**src/rtl/comp1_rr_arbiter_if.sv**
```systemverilog
// comp1_rr_arbiter_if: requester-side and shared-channel stream signals of the round-robin arbiter
interface comp1_rr_arbiter_if #(
  parameter int NUM_REQ = 4,
  parameter int DATA_W  = 32
);
  localparam int ID_W = $clog2(NUM_REQ);
  logic [NUM_REQ-1:0]        req_valid;
  logic [NUM_REQ*DATA_W-1:0] req_data;
  logic [NUM_REQ-1:0]        req_last;
  logic [NUM_REQ-1:0]        req_ready;
  logic                      out_valid;
  logic [DATA_W-1:0]         out_data;
  logic                      out_last;
  logic                      out_ready;
  logic [ID_W-1:0]           grant_id;
  logic                      busy;
  modport master (
    output req_valid, req_data, req_last, out_ready,
    input  req_ready, out_valid, out_data, out_last, grant_id, busy
  );
  modport slave (
    input  req_valid, req_data, req_last, out_ready,
    output req_ready, out_valid, out_data, out_last, grant_id, busy
  );
endinterface

```
**src/rtl/comp1_rr_arbiter.sv**
```systemverilog
// comp1_rr_arbiter: packet-locked round-robin arbiter onto one valid/ready/last channel.
// Optional per-requester grant counters when COMP1_RR_ARBITER_STATS_EN is defined.
module comp1_rr_arbiter #(
  parameter int NUM_REQ = 4,
  parameter int DATA_W  = 32
) (
  input  logic clk,
  input  logic rst_n,
`ifdef COMP1_RR_ARBITER_STATS_EN
  input  logic                   stats_clr,
  output logic [NUM_REQ*16-1:0]  grant_cnt,
`endif
  comp1_rr_arbiter_if.slave bus
);
  localparam int ID_W = $clog2(NUM_REQ);
  typedef enum logic {IDLE, LOCK} state_t;
  state_t          state;
  logic [ID_W-1:0] grant_id, last_grant, win;
  logic            busy, lock, grab;
  // Scan from farthest to nearest so the first valid after last_grant wins.
  function automatic logic [ID_W-1:0] pick(input logic [NUM_REQ-1:0] v, input logic [ID_W-1:0] lg);
    logic [ID_W-1:0] idx;
    pick = lg;
    for (int k = NUM_REQ; k >= 1; k--) begin
      idx = ID_W'((int'(lg) + k) % NUM_REQ);
      if (v[idx]) pick = idx;
    end
  endfunction
  assign win  = pick(bus.req_valid, last_grant);
  assign lock = state == LOCK;
  assign grab = !lock && |bus.req_valid;
  assign bus.out_valid = lock & bus.req_valid[grant_id];
  assign bus.out_last  = lock & bus.req_last[grant_id];
  assign bus.out_data  = lock ? bus.req_data[grant_id*DATA_W +: DATA_W] : '0;
  assign bus.req_ready = lock ? (NUM_REQ'(bus.out_ready) << grant_id) : '0;
  assign bus.grant_id  = grant_id;
  assign bus.busy      = busy;
  always_ff @(posedge clk or negedge rst_n)
    if (!rst_n) begin
      state      <= IDLE;
      grant_id   <= '0;
      busy       <= 1'b0;
      last_grant <= ID_W'(NUM_REQ - 1);
    end else if (grab) begin
      state      <= LOCK;
      grant_id   <= win;
      busy       <= 1'b1;
      last_grant <= win;
    end else if (lock && bus.out_valid && bus.out_ready && bus.out_last) begin
      state <= IDLE;
      busy  <= 1'b0;
    end
`ifdef COMP1_RR_ARBITER_STATS_EN
  always_ff @(posedge clk or negedge rst_n)
    if (!rst_n) grant_cnt <= '0;
    else if (stats_clr) grant_cnt <= '0;
    else if (grab && grant_cnt[win*16 +: 16] != 16'hFFFF) grant_cnt[win*16 +: 16] <= grant_cnt[win*16 +: 16] + 16'd1;
`endif
endmodule

```
**src/flat_wrapper.sv**
```systemverilog
// flat-port wrapper written by rule: the top's interface ports become plain ports
module comp1_rr_arbiter_flat 
#(
  parameter int NUM_REQ = 4,
  parameter int DATA_W  = 32
)
  (clk, rst_n, bus_req_valid, bus_req_data, bus_req_last, bus_out_ready, bus_req_ready, bus_out_valid, bus_out_data, bus_out_last, bus_grant_id, bus_busy);
  comp1_rr_arbiter_if #(.NUM_REQ(NUM_REQ), .DATA_W(DATA_W)) bus_i ();
  input  logic clk;
  input  logic rst_n;
  input wire logic [$bits(bus_i.req_valid)-1:0] bus_req_valid;
  input wire logic [$bits(bus_i.req_data)-1:0] bus_req_data;
  input wire logic [$bits(bus_i.req_last)-1:0] bus_req_last;
  input wire logic [$bits(bus_i.out_ready)-1:0] bus_out_ready;
  output wire logic [$bits(bus_i.req_ready)-1:0] bus_req_ready;
  output wire logic [$bits(bus_i.out_valid)-1:0] bus_out_valid;
  output wire logic [$bits(bus_i.out_data)-1:0] bus_out_data;
  output wire logic [$bits(bus_i.out_last)-1:0] bus_out_last;
  output wire logic [$bits(bus_i.grant_id)-1:0] bus_grant_id;
  output wire logic [$bits(bus_i.busy)-1:0] bus_busy;
  assign bus_i.req_valid = bus_req_valid;
  assign bus_i.req_data = bus_req_data;
  assign bus_i.req_last = bus_req_last;
  assign bus_i.out_ready = bus_out_ready;
  assign bus_req_ready = bus_i.req_ready;
  assign bus_out_valid = bus_i.out_valid;
  assign bus_out_data = bus_i.out_data;
  assign bus_out_last = bus_i.out_last;
  assign bus_grant_id = bus_i.grant_id;
  assign bus_busy = bus_i.busy;
  comp1_rr_arbiter #(.NUM_REQ(NUM_REQ), .DATA_W(DATA_W)) u_core (.clk(clk), .rst_n(rst_n), .bus(bus_i));
endmodule
```
**config.mk**
```make
export PLATFORM = sky130hd
export DESIGN_NAME = comp1_rr_arbiter_flat
export DESIGN_NICKNAME = d
export VERILOG_FILES = /design/src/rtl/comp1_rr_arbiter_if.sv /design/src/rtl/comp1_rr_arbiter.sv /design/src/flat_wrapper.sv
export SDC_FILE = /design/constraint.sdc
export NUM_CORES = 1
export LEC_CHECK = 0
export CAP_MARGIN = 25
export CORE_AREA = 2 2 69 71
export DETAILED_ROUTE_END_ITERATION = 10
export DIE_AREA = 0 0 71 73
export DONT_BUFFER_PORTS = 1
export PLACE_DENSITY = 0.56
export SYNTH_ARGS = -nofsm -noshare
export SYNTH_HDL_FRONTEND = slang
export SYNTH_SLANG_ARGS = --single-unit
```
**constraint.sdc**
```tcl
create_clock -name clk -period 1.5 [get_ports clk]
set_input_delay 0.3 -clock clk [delete_from_list [all_inputs] [get_ports clk]]
set_output_delay 0.3 -clock clk [all_outputs]
set_load 0.01 [all_outputs]
```
Yosys cells after proc, flatten, opt, wreduce, memory -nomap -nowiden
Index checks and enable logic that the tools add are counted.

storage, ports and cells
  register bits after elaboration = 5
  output and inout port bits = 41
  logic and storage cells = 43

cells by class
  $add $sub $neg = 4
  $lt $le $gt $ge = 5
  shift operators = 2
  muxes and demuxes = 20
  bitwise operators = 2
  reduce and logical (&&, ||, !) cells = 7

operators by type and width
  operator                                                                      number
  128-bit by 8-bit variable part select with 32-bit output                      1
  32-bit two-way mux                                                            1
  2-bit by 3-bit less-than comparator with 1-bit output, second input constant  5
  1-bit binary-select mux with 2-bit select                                     6
  1-bit two-way mux                                                             8
  2-bit two-way mux                                                             4
  2-bit by 1-bit adder with 2-bit output, second input constant                 2
  2-bit adder, second input constant                                            2
  1-bit logical AND                                                             4
  4-bit two-way mux                                                             1
  4-bit OR reduction                                                            1
  1-bit by 2-bit left shift with 4-bit output                                   1
  1-bit AND                                                                     2
  2-bit nonzero test                                                            1
  1-bit logical NOT                                                             1

Depth between registers and ports, before layout
Gate-level depths: netlist of the first run.

  depth in word-level cells = 8
  depth in mapped cells = 5
  mapped depth without buffers = 4

Worst setup path after synthesis of the first run
OpenSTA, ideal clock, no wires.

  kind = reg2out
  start point = register u_core.grant_id[0], in the netlist u_core.bus.grant_id[0]
  end point = output bus_out_data[10]
  arrival = 1418 ps
  required time = 1200 ps
  path slack = -218 ps
  stages on the path, launching flop included = 5
  path buffers = 2
  cell sequence = dfrtp_1 -> buf_6 -> buf_12 -> mux4_2 -> and2_1

on the way
  word-level cells in the longest chain between the ends = 2

ends and longest elaborated chain
  element                                                   line                    text
  start, declared                                           comp1_rr_arbiter.sv:18  logic [ID_W-1:0] grant_id, last_grant, win;
  start signal, assigned                                    comp1_rr_arbiter.sv:46  grant_id <= win;
  128-bit by 8-bit variable part select with 32-bit output  comp1_rr_arbiter.sv:34  assign bus.out_data = lock ? bus.req_data[grant_id*DATA_W +: DATA_W] : '0;
  32-bit two-way mux                                        comp1_rr_arbiter.sv:34
  end, declared                                             flat_wrapper.sv:17      output wire logic [$bits(bus_i.out_data)-1:0] bus_out_data;

Every way passes these cells.

Worst setup path after layout of the first run
  start point = register u_core.grant_id[0], in the netlist u_core.bus.grant_id[0]
  end point = output bus_out_data[1]

The elaborated chain is that of the path after synthesis.

==> impl_metrics.ini, run 1 <==
[floorplan]
core_area_mm2 = 0.00454
start_util = 0.304
dieArea_mm2 = 0.00518
ios = 180
fp.dieW_um = 71
num_rows = 25
die_h_um = 73

[sta]
finalCritPeriodShare = 1.23
worstMarginPinSlew_ns = 0.381
hold_viol = 0
fmax_ghz = 0.540
fin_crit_ns = 1.85
rsz0062_at_grt = yes
whs_ns = 0.268
drv_slew = 0
setup_slack_ns = -0.352
relSlewSlack = 0.745
fin_skew_ns = 0.00192
final-setup-viol-count = 37
finalSetupTns_ns = -10.90

[critical_path]
slowest_stage = mux4_2
max_stage_delay_ns = 0.54
crit_family = multiplexers
crit_buf_inv = 1
start_kind = flop
cp_data_arrival_time_ns = 1.55
end_kind = output port
crit_chain = buf_12 > mux4_2 > and2_4
critPathMaxFanout = 18
criticalPathCategory = flop to output port
crit_required_ns = 1.20
reg2reg_slack_ns = 0.06

[placement]
place.gp.congestion = 0.883
dp_cells = 173
placed_area_mm2 = 0.00156
place_hpwl_um = 4220
io_buffers = 0

[clock_network]
clock_path_buffers = 2
cts_setup_buffers = 0
cts_sinks = 5
htree_levels = 1
cts_tree = yes
worstSkewPairLatency_ns = 0.23
clk_pin_slew_ns = 0.04
root_buffer = clkbuf_8
numCtsBuffers = 3

[drt]
firstDrtPassIters = 4
via_per_inst = 6.57
drc_errors = 0
drt_iter0_drc = 31
wire_per_inst_um = 27.7
ant_nets = 0
num_vias = 1189
routed_wirelength_um = 5020

[global_route]
grt_usage = 0.176
grt_pass1_vias = 1233
grt_max_degree = 34
antenna_found_initial = 7
grt_pass1_wl_um = 6860
grt_remaining_overflow = 0

[finish]
fill_cells = 446
area_delta_synth_final_pct = 20.3
instances_no_fill = 181
final_nets = 264
stdcell_area_mm2 = 0.00166
drive_gt1_frac = 0.742

[yosys]
synth_area_mm2 = 0.00138
synthCells = 119
synth.distinct_cells = 25
ys_ff_latch = 5
ys_seq_area_frac = 0.0926
synth_area_per_cell_um2 = 11.6
synth_fp_nets = 258
ys_warn_count = 0

[run]
cap_violations = 0

[outcome]
status = finished with violations
violations = setup timing

[power]
power_leakage_nw = 0.606
max-vdd-ir-drop_v = 0.00124
power_density_mw_per_mm2 = 2330
total_power_mw = 3.85

[min_path]
hp-class = input pin to flop
## Yosys cell counts, drive strengths merged
cell type / n / share of area
inv: 4 / 0.011
nand2: 5 / 0.014
o221ai: 1 / 0.0064
a31oi: 1 / 0.0045
buf: 8 / 0.055
nor3: 2 / 0.0073
a2111oi: 1 / 0.0064
dfrtp: 3 / 0.054
a2111o: 1 / 0.0082
nor2: 5 / 0.014
a21boi: 1 / 0.0055
dfstp: 2 / 0.038
a21o: 1 / 0.0055
a21oi: 2 / 0.0073
nand3: 2 / 0.0073
clkbuf: 4 / 0.011
o22ai: 1 / 0.0045
mux4: 34 / 0.56
nand2b: 1 / 0.0045
o21ai: 4 / 0.015
and2: 34 / 0.15
nor2b: 1 / 0.0045
o32ai: 1 / 0.0064
## worst min-delay path, cell delays in order
cell,delay [ns]
nand3_1,0.05
nand2_1,0.05
nand2_1,0.06
## metrics by stage
step           utilization  setup WS (ns)
2_1_floorplan            -         -0.207
3_3_place_gp         0.343         -0.100
3_5_place_dp         0.343         -0.112
4_1_cts              0.363         -0.356
5_1_grt              0.364         -0.397
6_report             0.365         -0.352
## area by class of cell
class	count	area, um2	area share
tap	54	67.6	0.0408
sequential	5	130	0.0785
clock buffer	4	45.0	0.0272
inverter	4	15.0	0.00906
timing repair buffer	13	141	0.0853
multi-input combinational	98	1250	0.755
antenna	3	7.51	0.00453
## sequential cells by signal (all words and copies together), names as in the netlist
signal               count
u_core.bus.grant_id      2
u_core.last_grant        2
u_core.bus.busy          1
## layer usage
layer  wire (um)  track usage
met5          52            0
met3         699        0.105
met2        2680        0.314
met4         153       0.0629
met1        1430        0.168
## cell usage in the layout, fill, tap and decap left out, drive strengths merged
master | Yosys | routed
a2111o | 1 | 1
a2111oi | 1 | 1
a21boi | 1 | 1
a21o | 1 | 1
a21oi | 2 | 2
a31oi | 1 | 1
and2 | 34 | 34
buf | 8 | 12
clkbuf | 4 | 4
dfrtp | 3 | 3
dfstp | 2 | 2
diode | 0 | 3
dlygate4sd3 | 0 | 1
inv | 4 | 4
mux4 | 34 | 34
nand2 | 5 | 5
nand2b | 1 | 1
nand3 | 2 | 2
nor2 | 5 | 5
nor2b | 1 | 1
nor3 | 2 | 2
o21ai | 4 | 4
o221ai | 1 | 1
o22ai | 1 | 1
o32ai | 1 | 1
## power breakdown
group / total, mW / internal, mW / leakage [nW] / switching, mW
sequential: 0.334 / 0.227 / 0.0532 / 0.107
combinational: 3.25 / 1.86 / 0.530 / 1.39
clock: 0.265 / 0.184 / 0.0228 / 0.0809
total: 3.85 / 2.27 / 0.606 / 1.58
## final timing paths
| kind | cells after the start | start | to |
|---|---|---|---|
| hold / removal | 3 | bus_out_ready | u_core.bus.busy$_DFFE_PN0P_ |
| min in group asynchronous | 1 | rst_n | u_core.bus.grant_id[1]$_DFFE_PN0P_ |
| setup / recovery | 3 | u_core.bus.grant_id[0]$_DFFE_PN0P_ | bus_out_data[1] |
| hold reg to reg | 2 | u_core.last_grant[0]$_DFFE_PN1P_ | u_core.bus.grant_id[0]$_DFFE_PN0P_ |
| max in group asynchronous | 1 | rst_n | u_core.last_grant[0]$_DFFE_PN1P_ |
| setup reg to reg | 4 | u_core.last_grant[0]$_DFFE_PN1P_ | u_core.bus.grant_id[1]$_DFFE_PN0P_ |
## cells by family after synthesis
| kind of cell | count (synthesis) | share of synthesized area |
|---|---|---|
| buf+inv | 16 | 0.0772 |
| simple gates | 50 | 0.205 |
| compound gates | 14 | 0.0690 |
| mux | 34 | 0.556 |
| flops | 5 | 0.0926 |
## what timing repair did
action,CTS,global route
resized for setup,11,2
hold endpoints to repair,5,0
setup endpoints to repair,38,41
hold buffers,1,0
No activity file was read; power rests on OpenSTA's default activity.
==> run 2, diff against run 1 <==
--- a/config.mk
+++ b/config.mk
@@ -5,12 +5,15 @@
 export SDC_FILE = /design/constraint.sdc
 export NUM_CORES = 1
 export LEC_CHECK = 0
-export CAP_MARGIN = 25
-export CORE_AREA = 2 2 69 71
+export CAP_MARGIN = 20
+export CELL_PAD_IN_SITES_DETAIL_PLACEMENT = 1
+export CELL_PAD_IN_SITES_GLOBAL_PLACEMENT = 1
+export CORE_AREA = 2 2 70 72
 export DETAILED_ROUTE_END_ITERATION = 10
-export DIE_AREA = 0 0 71 73
+export DIE_AREA = 0 0 72 74
 export DONT_BUFFER_PORTS = 1
-export PLACE_DENSITY = 0.56
+export PLACE_DENSITY = 0.74
+export RECOVER_POWER = 25
 export SYNTH_ARGS = -nofsm -noshare
 export SYNTH_HDL_FRONTEND = slang
 export SYNTH_SLANG_ARGS = --single-unit
==> run 2 against run 1 <==
- the run still ends with setup timing left
- clock skew increased by 0.0016 ns
- worst hold slack gained 0.0085 ns
- first-iteration DRC count up 13%
- core utilization fell by 0.96 points
- largest cell class unchanged
- via count down 3.9%
- sequential cell count unchanged
- critical path depth stayed put
- critical endpoint is now bus_out_data[12]
- die area increased by 2.8%
==> impl_metrics.ini, run 2 (same netlist as run 1, synthesis figures left out) <==
[critical_path]
cp_data_arrival_time_ns = 1.54
slowest_stage = mux4_2
reg2reg_slack_ns = 0.07
criticalPathCategory = flop to output port
critPathMaxFanout = 17
crit_chain = buf_12 > mux4_2 > and2_4
crit_family = multiplexers
end_kind = output port
max_stage_delay_ns = 0.52
start_kind = flop
crit_required_ns = 1.20
crit_buf_inv = 1

[floorplan]
start_util = 0.300
die_h_um = 74
ios = 180
num_rows = 25
dieArea_mm2 = 0.00533
core_area_mm2 = 0.00460
fp.dieW_um = 72

[finish]
fill_cells = 505
instances_no_fill = 176
area_delta_synth_final_pct = 18.7
final_nets = 262
antenna_cells = 0
reg_top3 = u_core.bus.grant_id (2), u_core.last_grant (2), u_core.bus.busy (1)
layout_common_cells = mux4_2, and2_4, buf_4, nand2_1
drive_gt1_frac = 0.746

[placement]
place.gp.congestion = 0.836
dp_cells = 170
io_buffers = 0
place_hpwl_um = 4090

[sta]
setup_slack_ns = -0.342
final-setup-viol-count = 34
hold_viol = 0
fmax_ghz = 0.543
worstMarginPinSlew_ns = 0.329
finalCritPeriodShare = 1.23
fin_crit_ns = 1.84
finalSetupTns_ns = -10.60
whs_ns = 0.276
drv_slew = 0
relSlewSlack = 0.780
rsz0062_at_grt = yes
fin_skew_ns = 0.00356

[power]
max-vdd-ir-drop_v = 0.00110
total_power_mw = 3.83
power_density_mw_per_mm2 = 2340
power_leakage_nw = 0.594

[clock_network]
clock_path_buffers = 2
htree_levels = 1
root_buffer = clkbuf_8
cts_sinks = 5
clk_pin_slew_ns = 0.03
cts_tree = yes
numCtsBuffers = 3
worstSkewPairLatency_ns = 0.23

[drt]
routed_wirelength_um = 4680
via_per_inst = 6.49
ant_nets = 0
num_vias = 1143
wire_per_inst_um = 26.6
drt_iter0_drc = 35
drc_errors = 0
firstDrtPassIters = 4

[global_route]
antenna_found_initial = 0
use_met3 = 0.0285
grt_remaining_overflow = 0
grt_max_degree = 33
grt_pass1_vias = 1331
busiest_layer = met2
grt_usage = 0.160
grt_pass1_wl_um = 6580
grtUsageMet2 = 0.336
gr-usage-met1 = 0.157

[outcome]
violations = setup timing
status = finished with violations

[min_path]
hp-class = input pin to flop

[run]
cap_violations = 0
[run 2: final timing paths]
kind | from | to | cells after the start
setup / recovery | u_core.bus.grant_id[0]$_DFFE_PN0P_ | bus_out_data[12] | 3
hold / removal | bus_out_ready | u_core.bus.busy$_DFFE_PN0P_ | 3
max in group asynchronous | rst_n | u_core.last_grant[1]$_DFFE_PN1P_ | 1
setup reg to reg | u_core.bus.grant_id[0]$_DFFE_PN0P_ | u_core.bus.busy$_DFFE_PN0P_ | 5
min in group asynchronous | rst_n | u_core.bus.busy$_DFFE_PN0P_ | 1
hold reg to reg | u_core.last_grant[0]$_DFFE_PN1P_ | u_core.bus.grant_id[0]$_DFFE_PN0P_ | 2
[run 2: through the flow]
stage | setup WS [ns] | utilization | cell area [um2]
CTS | -0.361 | 0.353 | 1630
finish | -0.342 | 0.356 | 1640
detailed placement | -0.120 | 0.333 | 1530
floorplan | -0.207 | - | 1460
global route | -0.413 | 0.356 | 1640
global placement | -0.0921 | 0.333 | 1530
[run 2: area by class of cell]
| type | count | area [um2] | share of cell area |
|---|---|---|---|
| multi-input cells | 98 | 1250 | 0.764 |
| well taps | 54 | 67.6 | 0.0413 |
| clock buffers | 4 | 45.0 | 0.0275 |
| flip-flops and latches | 5 | 131 | 0.0803 |
| inverters | 4 | 15.0 | 0.00918 |
| repair buffers | 11 | 126 | 0.0773 |
[run 2: worst reg2reg max path: stages, from the launching register on]
cell and delay (ns):
dfrtp_2 0.41, buf_4 0.19, mux4_2 0.52, nand3_1 0.10, nand2_1 0.06, nand2_1 0.08
[run 2: metal layers]
layer,up-vias,wire (um)
met1,582,1430
met2,77,2870
met5,-,0
li1,478,-
met3,6,335
met4,0,46
[run 2: power breakdown]
| group | internal (mW) | total (mW) | switching [mW] |
|---|---|---|---|
| sequential | 0.230 | 0.354 | 0.124 |
| combinational | 1.84 | 3.22 | 1.38 |
| clock | 0.183 | 0.258 | 0.0747 |
| total | 2.25 | 3.83 | 1.58 |
[run 2: repair_timing]
| item | in CTS | in global routing |
|---|---|---|
| setup endpoints to repair | 38 | 39 |
| hold buffers | 1 | 0 |
| hold endpoints to repair | 5 | 0 |
| pin swaps | 0 | 0 |
| gates resized for setup | 11 | 3 |
| setup buffers | 1 | 0 |
